<file path="src/rtl/error_feed.sv">
// Training-loop error stage: pairs a perceptron result with its target label,
// issues the scaled signed error and counts misclassified samples.
module error_feed #(
  parameter int SHIFT = 0,
  parameter int CW    = 16
) (
  input  logic          clk,
  input  logic          rst,
  input  logic          en,
  input  logic          clr,
  input  logic          arg_stb,
  input  logic [7:0]    arg_dat,
  output logic          arg_rdy,
  input  logic          tgt_stb,
  input  logic [7:0]    tgt_dat,
  output logic          tgt_rdy,
  output logic          err_stb,
  output logic [15:0]   err_dat,
  input  logic          err_rdy,
  output logic [CW-1:0] mis_cnt
);

  typedef enum logic [1:0] {EMPTY, HAVE_ARG, HAVE_TGT, RESP} state_t;

  state_t      state;
  logic [7:0]  arg_q;
  logic [7:0]  tgt_q;
  logic        arg_fire;
  logic        tgt_fire;
  logic        err_fire;
  logic        load;
  logic [7:0]  arg_sel;
  logic [7:0]  tgt_sel;
  logic [8:0]  diff;
  logic [15:0] diff_ext;
  logic [15:0] err_next;
  logic        mis_inc;

  // Ready is combinational on en so a stalled enable never lets a producer
  // believe its word was taken; held low throughout reset.
  always_comb begin
    arg_rdy = 1'b0;
    tgt_rdy = 1'b0;
    if (!rst && en) begin
      arg_rdy = (state == EMPTY) || (state == HAVE_TGT);
      tgt_rdy = (state == EMPTY) || (state == HAVE_ARG);
    end
  end

  // The second half of a pair is taken straight from the port so the error
  // is ready on the same edge that completes the pair.
  always_comb begin
    arg_fire = arg_stb && arg_rdy;
    tgt_fire = tgt_stb && tgt_rdy;
    err_fire = err_stb && err_rdy && en;
    load     = ((state == EMPTY) && arg_fire && tgt_fire) ||
               ((state == HAVE_ARG) && tgt_fire) ||
               ((state == HAVE_TGT) && arg_fire);
    arg_sel  = (state == HAVE_ARG) ? arg_q : arg_dat;
    tgt_sel  = (state == HAVE_TGT) ? tgt_q : tgt_dat;
    diff     = {1'b0, tgt_sel} - {1'b0, arg_sel};
    diff_ext = {{7{diff[8]}}, diff};
    err_next = diff_ext << SHIFT;
    mis_inc  = load && (diff != 9'd0) && (mis_cnt != {CW{1'b1}});
  end

  always_ff @(posedge clk) begin
    if (rst) begin
      state   <= EMPTY;
      arg_q   <= 8'd0;
      tgt_q   <= 8'd0;
      err_stb <= 1'b0;
      err_dat <= 16'd0;
      mis_cnt <= '0;
    end else begin
      if (arg_fire)
        arg_q <= arg_dat;
      if (tgt_fire)
        tgt_q <= tgt_dat;
      if (load) begin
        err_dat <= err_next;
        err_stb <= 1'b1;
      end else if (err_fire) begin
        err_stb <= 1'b0;
      end
      if (clr)
        mis_cnt <= '0;
      else if (mis_inc)
        mis_cnt <= mis_cnt + 1'b1;
      case (state)
        EMPTY: begin
          if (arg_fire && tgt_fire) state <= RESP;
          else if (arg_fire)        state <= HAVE_ARG;
          else if (tgt_fire)        state <= HAVE_TGT;
        end
        HAVE_ARG: if (tgt_fire) state <= RESP;
        HAVE_TGT: if (arg_fire) state <= RESP;
        RESP:     if (err_fire) state <= EMPTY;
        default:  state <= EMPTY;
      endcase
    end
  end

endmodule

</file>
<file path="config.mk">
export PLATFORM = sky130hd
export DESIGN_NAME = error_feed
export DESIGN_NICKNAME = d
export VERILOG_FILES = /design/src/rtl/error_feed.sv
export SDC_FILE = /design/constraint.sdc
export NUM_CORES = 1
export LEC_CHECK = 0
export BUFFER_PORTS_ARGS = -buffer_cell sky130_fd_sc_hd__buf_2
export CORE_UTILIZATION = 40
export DETAILED_ROUTE_END_ITERATION = 7
export GPL_TIMING_DRIVEN = 0
export SLEW_MARGIN = 15
export SYNTH_ARGS = -nofsm -noshare
export SYNTH_HDL_FRONTEND = slang
export SYNTH_SLANG_ARGS = --single-unit
</file>
<file path="constraint.sdc">
create_clock -name clk -period 4.1 [get_ports clk]
set_clock_uncertainty 0.15 [all_clocks]
set_input_delay 0.41 -clock clk [delete_from_list [all_inputs] [get_ports clk]]
set_output_delay 0.41 -clock clk [all_outputs]
set_load 0.05 [all_outputs]
</file>
# Word-level counts from Yosys, hierarchy flattened
# Index checks and enable logic that the tools add are counted.
op_classes:
  addsub: 2
  mul: 0
  n_div: 0
  magnitude_cmp: 0
  eq_ne: 8
  shift: 0
  n_mux: 13
  bitwise: 0
  n_reduce_logical: 22
ops:
  columns: ["op", "count"]
  rows:
  - ["$add A16 B1 Y16 const B", 1]
  - ["$mux W8", 2]
  - ["$ne A16 B16 Y1 const B", 1]
  - ["$logic_and A1 B1 Y1", 12]
  - ["$mux W2", 6]
  - ["$reduce_bool A9 Y1", 1]
  - ["$sub A8 B8 Y9", 1]
  - ["$pmux W2 S4", 1]
  - ["$ne A2 B2 Y1 const B", 3]
  - ["$eq A2 B2 Y1 const B", 2]
  - ["$logic_or A1 B1 Y1", 4]
  - ["$mux W1", 4]
  - ["$ne A4 B3 Y1 const B", 1]
  - ["$reduce_and A4 Y1", 1]
  - ["$eq A2 B1 Y1 const B", 1]
  - ["$logic_not A2 Y1", 1]
  - ["$reduce_bool A2 Y1", 1]
  - ["$reduce_or A2 Y1", 1]
  - ["$logic_not A1 Y1", 1]
word_totals:
  reg_bits: 44
  latch_bits: 0
  mem_bits_rw: 0
  mem_bits_ro: 0
  inputBits: 23
  memories: 0

# Longest topological paths before layout
depth:
  word_depth: 10
  ltp_mapped: 16

# Least setup slack after synthesis
# OpenSTA, ideal clock, no wires.
synth_timing:
  kind: "reg-to-reg"
  startpoint: "register state[1]"
  endpoint: "register mis_cnt[5]"
  t_arrival_ns: 3.245
  required_ns: 3.880
  path_slack_ns: 0.635
  path_stages_with_launch: 17
  n_path_buf: 3
  period_less_slack_ns: 3.465
  cell_sequence: "dfxtp_1 -> inv_1 -> ha_1 -> buf_2 -> mux2_2 -> ha_1 -> inv_1 -> fa_1 -> a211oi_1 -> nor2_1 -> xnor2_1 -> o2111ai_1 -> a2111oi_2 -> buf_6 -> buf_4 -> o21ai_0 -> a21oi_1"
synth_between:
  elab_chain_cells: 10
  elab_cells_between_ends: 21
  cone_classes: "add/sub: 1; eq/ne: 2; mux: 4; reduce/logical: 14"
synth_rtl:
  columns: ["element", "line_no", "text"]
  rows:
  - ["from (decl)", "25", "state_t state;"]
  - ["from (signal assigned)", "69", "state <= EMPTY;"]
  - ["from (signal assigned)", "92", "if (arg_fire && tgt_fire) state <= RESP;"]
  - ["from (signal assigned)", "93", "else if (arg_fire) state <= HAVE_ARG;"]
  - ["branches (longest 8 deep; another with $sub A8 B8 Y9)", null, null]
  - ["$logic_and A1 B1 Y1 (*) (2 in series)", "64", "mis_inc = load && (diff != 9'd0) && (mis_cnt != {CW{1'b1}});"]
  - ["to (signal assigned)", "89", "mis_cnt <= mis_cnt + 1'b1;"]
  - ["to (decl)", "20", "output logic [CW-1:0] mis_cnt"]
# Every way passes the cells marked *.
# A chain may end at the register's enable or synchronous reset.

# Worst setup path after layout
layout_timing:
  startpoint: "register state[0]"
  endpoint: "register mis_cnt[5]"
# The elaborated chain is that of the path after synthesis.

==> run summary <==
final slew viol count: 0
# fillers: 611
First-pass DRT Iterations: 4
peak supply drop: 0.000220 V
synthesis-stage register bit count: 44
placed cell areas: 2930 um2
Mapped Avg Cell Area: 8.40 um2
number of global-route vias before repair: 2,216
GPL Wtd Cong: 0.832
Yosys top cell by area: dfxtp_1
clock sinks: 44
RSZ-0062 raised after global routing: no
drt drc: 0
crit path time final: 3830 ps
R2R setup slack: 270 ps
Yosys warnings: 0
final net count: 406
final hold vios: 0
Post-Synthesis Cells: 304
worst hold endpoint: arg_q[5]$_SDFFE_PP0P_
PortBufs: 56
critical path class: flop to flop
Power Density: 514 nW/um2
wire per inst: 14.1 um
Reg-to-Reg End: mis_cnt[5]$_SDFFE_PP0P_
Total GRT Usage: 0.202
Max clock buf depth: 2
synth unique cells: 49
mapped cell area: 2550 um2
Clk pin slew, worst setup/hold paths: 90 ps
predominant post-synthesis flop cell: dfxtp_1
CTS root buffer: clkbuf_8
die height: 81.9 um
area of the multi-input gates: 1550 um2
DR vias/cell: 5.34
FF+latch area: 881 um2
largest net degree at the start of global routing: 15
CTS Buf Count: 5
die width: 81.9 um
achievable frequency: 261 MHz
Core ar.: 6030 um2
row count: 28
routed vias: 2,375
hold depth: 3
Initial Utilization: 0.424
status: finished clean
register area share after synthesis: 0.345
Die ar.: 6710 um2
MaxCap Viol Count: 0
clk_lat worst skew: 300 ps
initial antenna violation count: 0
H-tree depth: 2
hold_sp: arg_dat[5]
first-pass GRT wire length: 10,300 um
normalized max-slew margin: 0.614
Reg2Reg Depth: 16
worst r2r src: state[0]$_SDFFE_PP0P_
Layout area overhead: 21.5%
TritonCTS clock tree: done
IO Pins: 58
setup TNS: 0 ps
CP arrival: 3910 ps
CP endpoint kind: flop
Crit Path Max Fanout: 10
Routed WL: 6290 um
worst-margin pin slew: 579 ps
CP required: 4180 ps
asr flop ratio synth: 0
# diodes: 0
WHS: 212 ps
startpoint types: flop
Final Instance Area: 3110 um2
final design utilization: 0.515
share of cells above drive strength 1: 0.273
worst min-delay path category: input pin to flop
Post-Syn Nets: 341
area fraction of the dominant cell type after synthesis: 0.345
# setup viols final: 0
largest cells by area after synthesis: dfxtp_1 34%, mux2i_1 6.7%, a21oi_1 6.5%, ha_1 6.4%, nand2_1 4.1%
initial DRC count: 72
period utilization: 0.934
Final ANT Viol Nets: 0
leakage: 0.00132 uW
count of flip-flops with a built-in enable after synthesis: 0
overflow left after global routing: 0
post-DP HPWL: 4750 um
## Yosys cell counts (2+ instances only)
library cell  count
ha_1             13
nor3_1            4
buf_4             9
and4_1            2
inv_1             7
nor2_1           28
nand3_1          19
or3_1             8
mux2i_1          17
nand2b_1          2
clkbuf_1          8
a21oi_1          33
nand4_1           3
and3_1            6
o31ai_1           9
buf_2             5
dfxtp_1          44
a211oi_1          3
nand2_1          28
o21ai_1           4
xnor2_1           3
a21o_1            3
o21ai_0           4
mux2_2            8
or4_1            10
## worst max-delay path, cell delays in order (launching register included)
cell	delay [ps]
dfxtp_1	390
inv_1	80
ha_1	210
clkbuf_4	200
mux2i_1	230
ha_1	200
inv_1	50
fa_1	410
a211oi_2	300
nor2_1	100
xnor2_1	250
o2111ai_1	240
a2111oi_4	350
buf_6	200
buf_4	180
o21ai_0	100
a21oi_1	130
## worst max-delay path by stage
stage                          startpoint                       to  slack [ps]  cells past startpoint
floorplan           state[1]$_SDFFE_PP0P_  mis_cnt[5]$_SDFFE_PP0P_         640                     16
global placement    state[0]$_SDFFE_PP0P_  mis_cnt[5]$_SDFFE_PP0P_         -80                     16
detailed placement  state[0]$_SDFFE_PP0P_  mis_cnt[5]$_SDFFE_PP0P_         -40                     16
CTS                 state[0]$_SDFFE_PP0P_  mis_cnt[5]$_SDFFE_PP0P_          90                     16
global route        state[1]$_SDFFE_PP0P_  mis_cnt[8]$_SDFFE_PP0P_          40                     16
finish              state[0]$_SDFFE_PP0P_  mis_cnt[5]$_SDFFE_PP0P_         270                     16
## flip-flops by register name (all words and copies together) (netlist names)
register,flops
err_dat,9
arg_q,8
state,2
tgt_q,8
err_stb,1
mis_cnt,16
## cell families after synthesis
family                   Yosys count  share of synthesized area
AND/OR/NAND/NOR                  118                      0.233
AO/OA/AOI/OAI                     69                      0.174
adder cells (fa/ha/maj)           14                     0.0715
buffers and inverters             31                     0.0646
XOR/XNOR                           3                     0.0103
multiplexers                      25                      0.102
flip-flops                        44                      0.345
## per-stage QoR
stage	instances	total power, uW	setup slack, ps
after floorplan	304	1070	635
after global placement	435	1210	-81.4
after detailed placement	435	1220	-40.3
after CTS	443	1580	90.1
after global routing	445	1720	41.4
final	445	1600	269
## where the power goes
part	leakage, uW	internal, uW	switching [uW]
combinational	0.000904	298	466
clock	0.0000614	199	152
sequential	0.000356	458	22.6
total	0.00132	955	641
## area by class of cell
class,instances,area share
Inverter,7,0.00846
Buffer,24,0.0455
Multi-Input combinational cell,229,0.498
Clock inverter,2,0.0125
Timing Repair Buffer,58,0.0951
Tap cell,75,0.0302
Sequential cell,44,0.284
Clock buffer,6,0.0266
## what timing repair did
action | in CTS | in global routing
gates cloned | 0 | 0
resized for setup | 1 | 5
endpoints found under the setup margin | 13 | 16
hold buffers | 0 | 0
buffers inserted | 0 | 2
pin swaps | 0 | 1
## placed cells by master, fill, tap and decap left out, types with 4 or more instances in the layout
cell type,Yosys,layout
ha_1,13,13
clkbuf_8,0,6
nand3_1,19,19
nor3_1,4,4
or3_1,8,8
and3_1,6,6
buf_4,9,11
o31ai_1,9,9
mux2_2,8,8
nor2_1,28,28
o21ai_1,4,4
nand2_1,28,28
buf_2,5,60
mux2i_1,17,17
dfxtp_1,44,44
inv_1,7,7
or4_1,10,10
o21ai_0,4,4
a21oi_1,33,32
clkbuf_1,8,8
## metal layers
metal,vias to the layer above,track usage,share of wire,wire (um)
met5,-,0,0,0
met4,0,0.0649,0.0095,60
met2,64,0.313,0.45,2820
met1,1079,0.276,0.48,3040
met3,6,0.0444,0.059,372
li1,1226,-,-,-
Note: power is estimated with default switching activity, not from simulation.
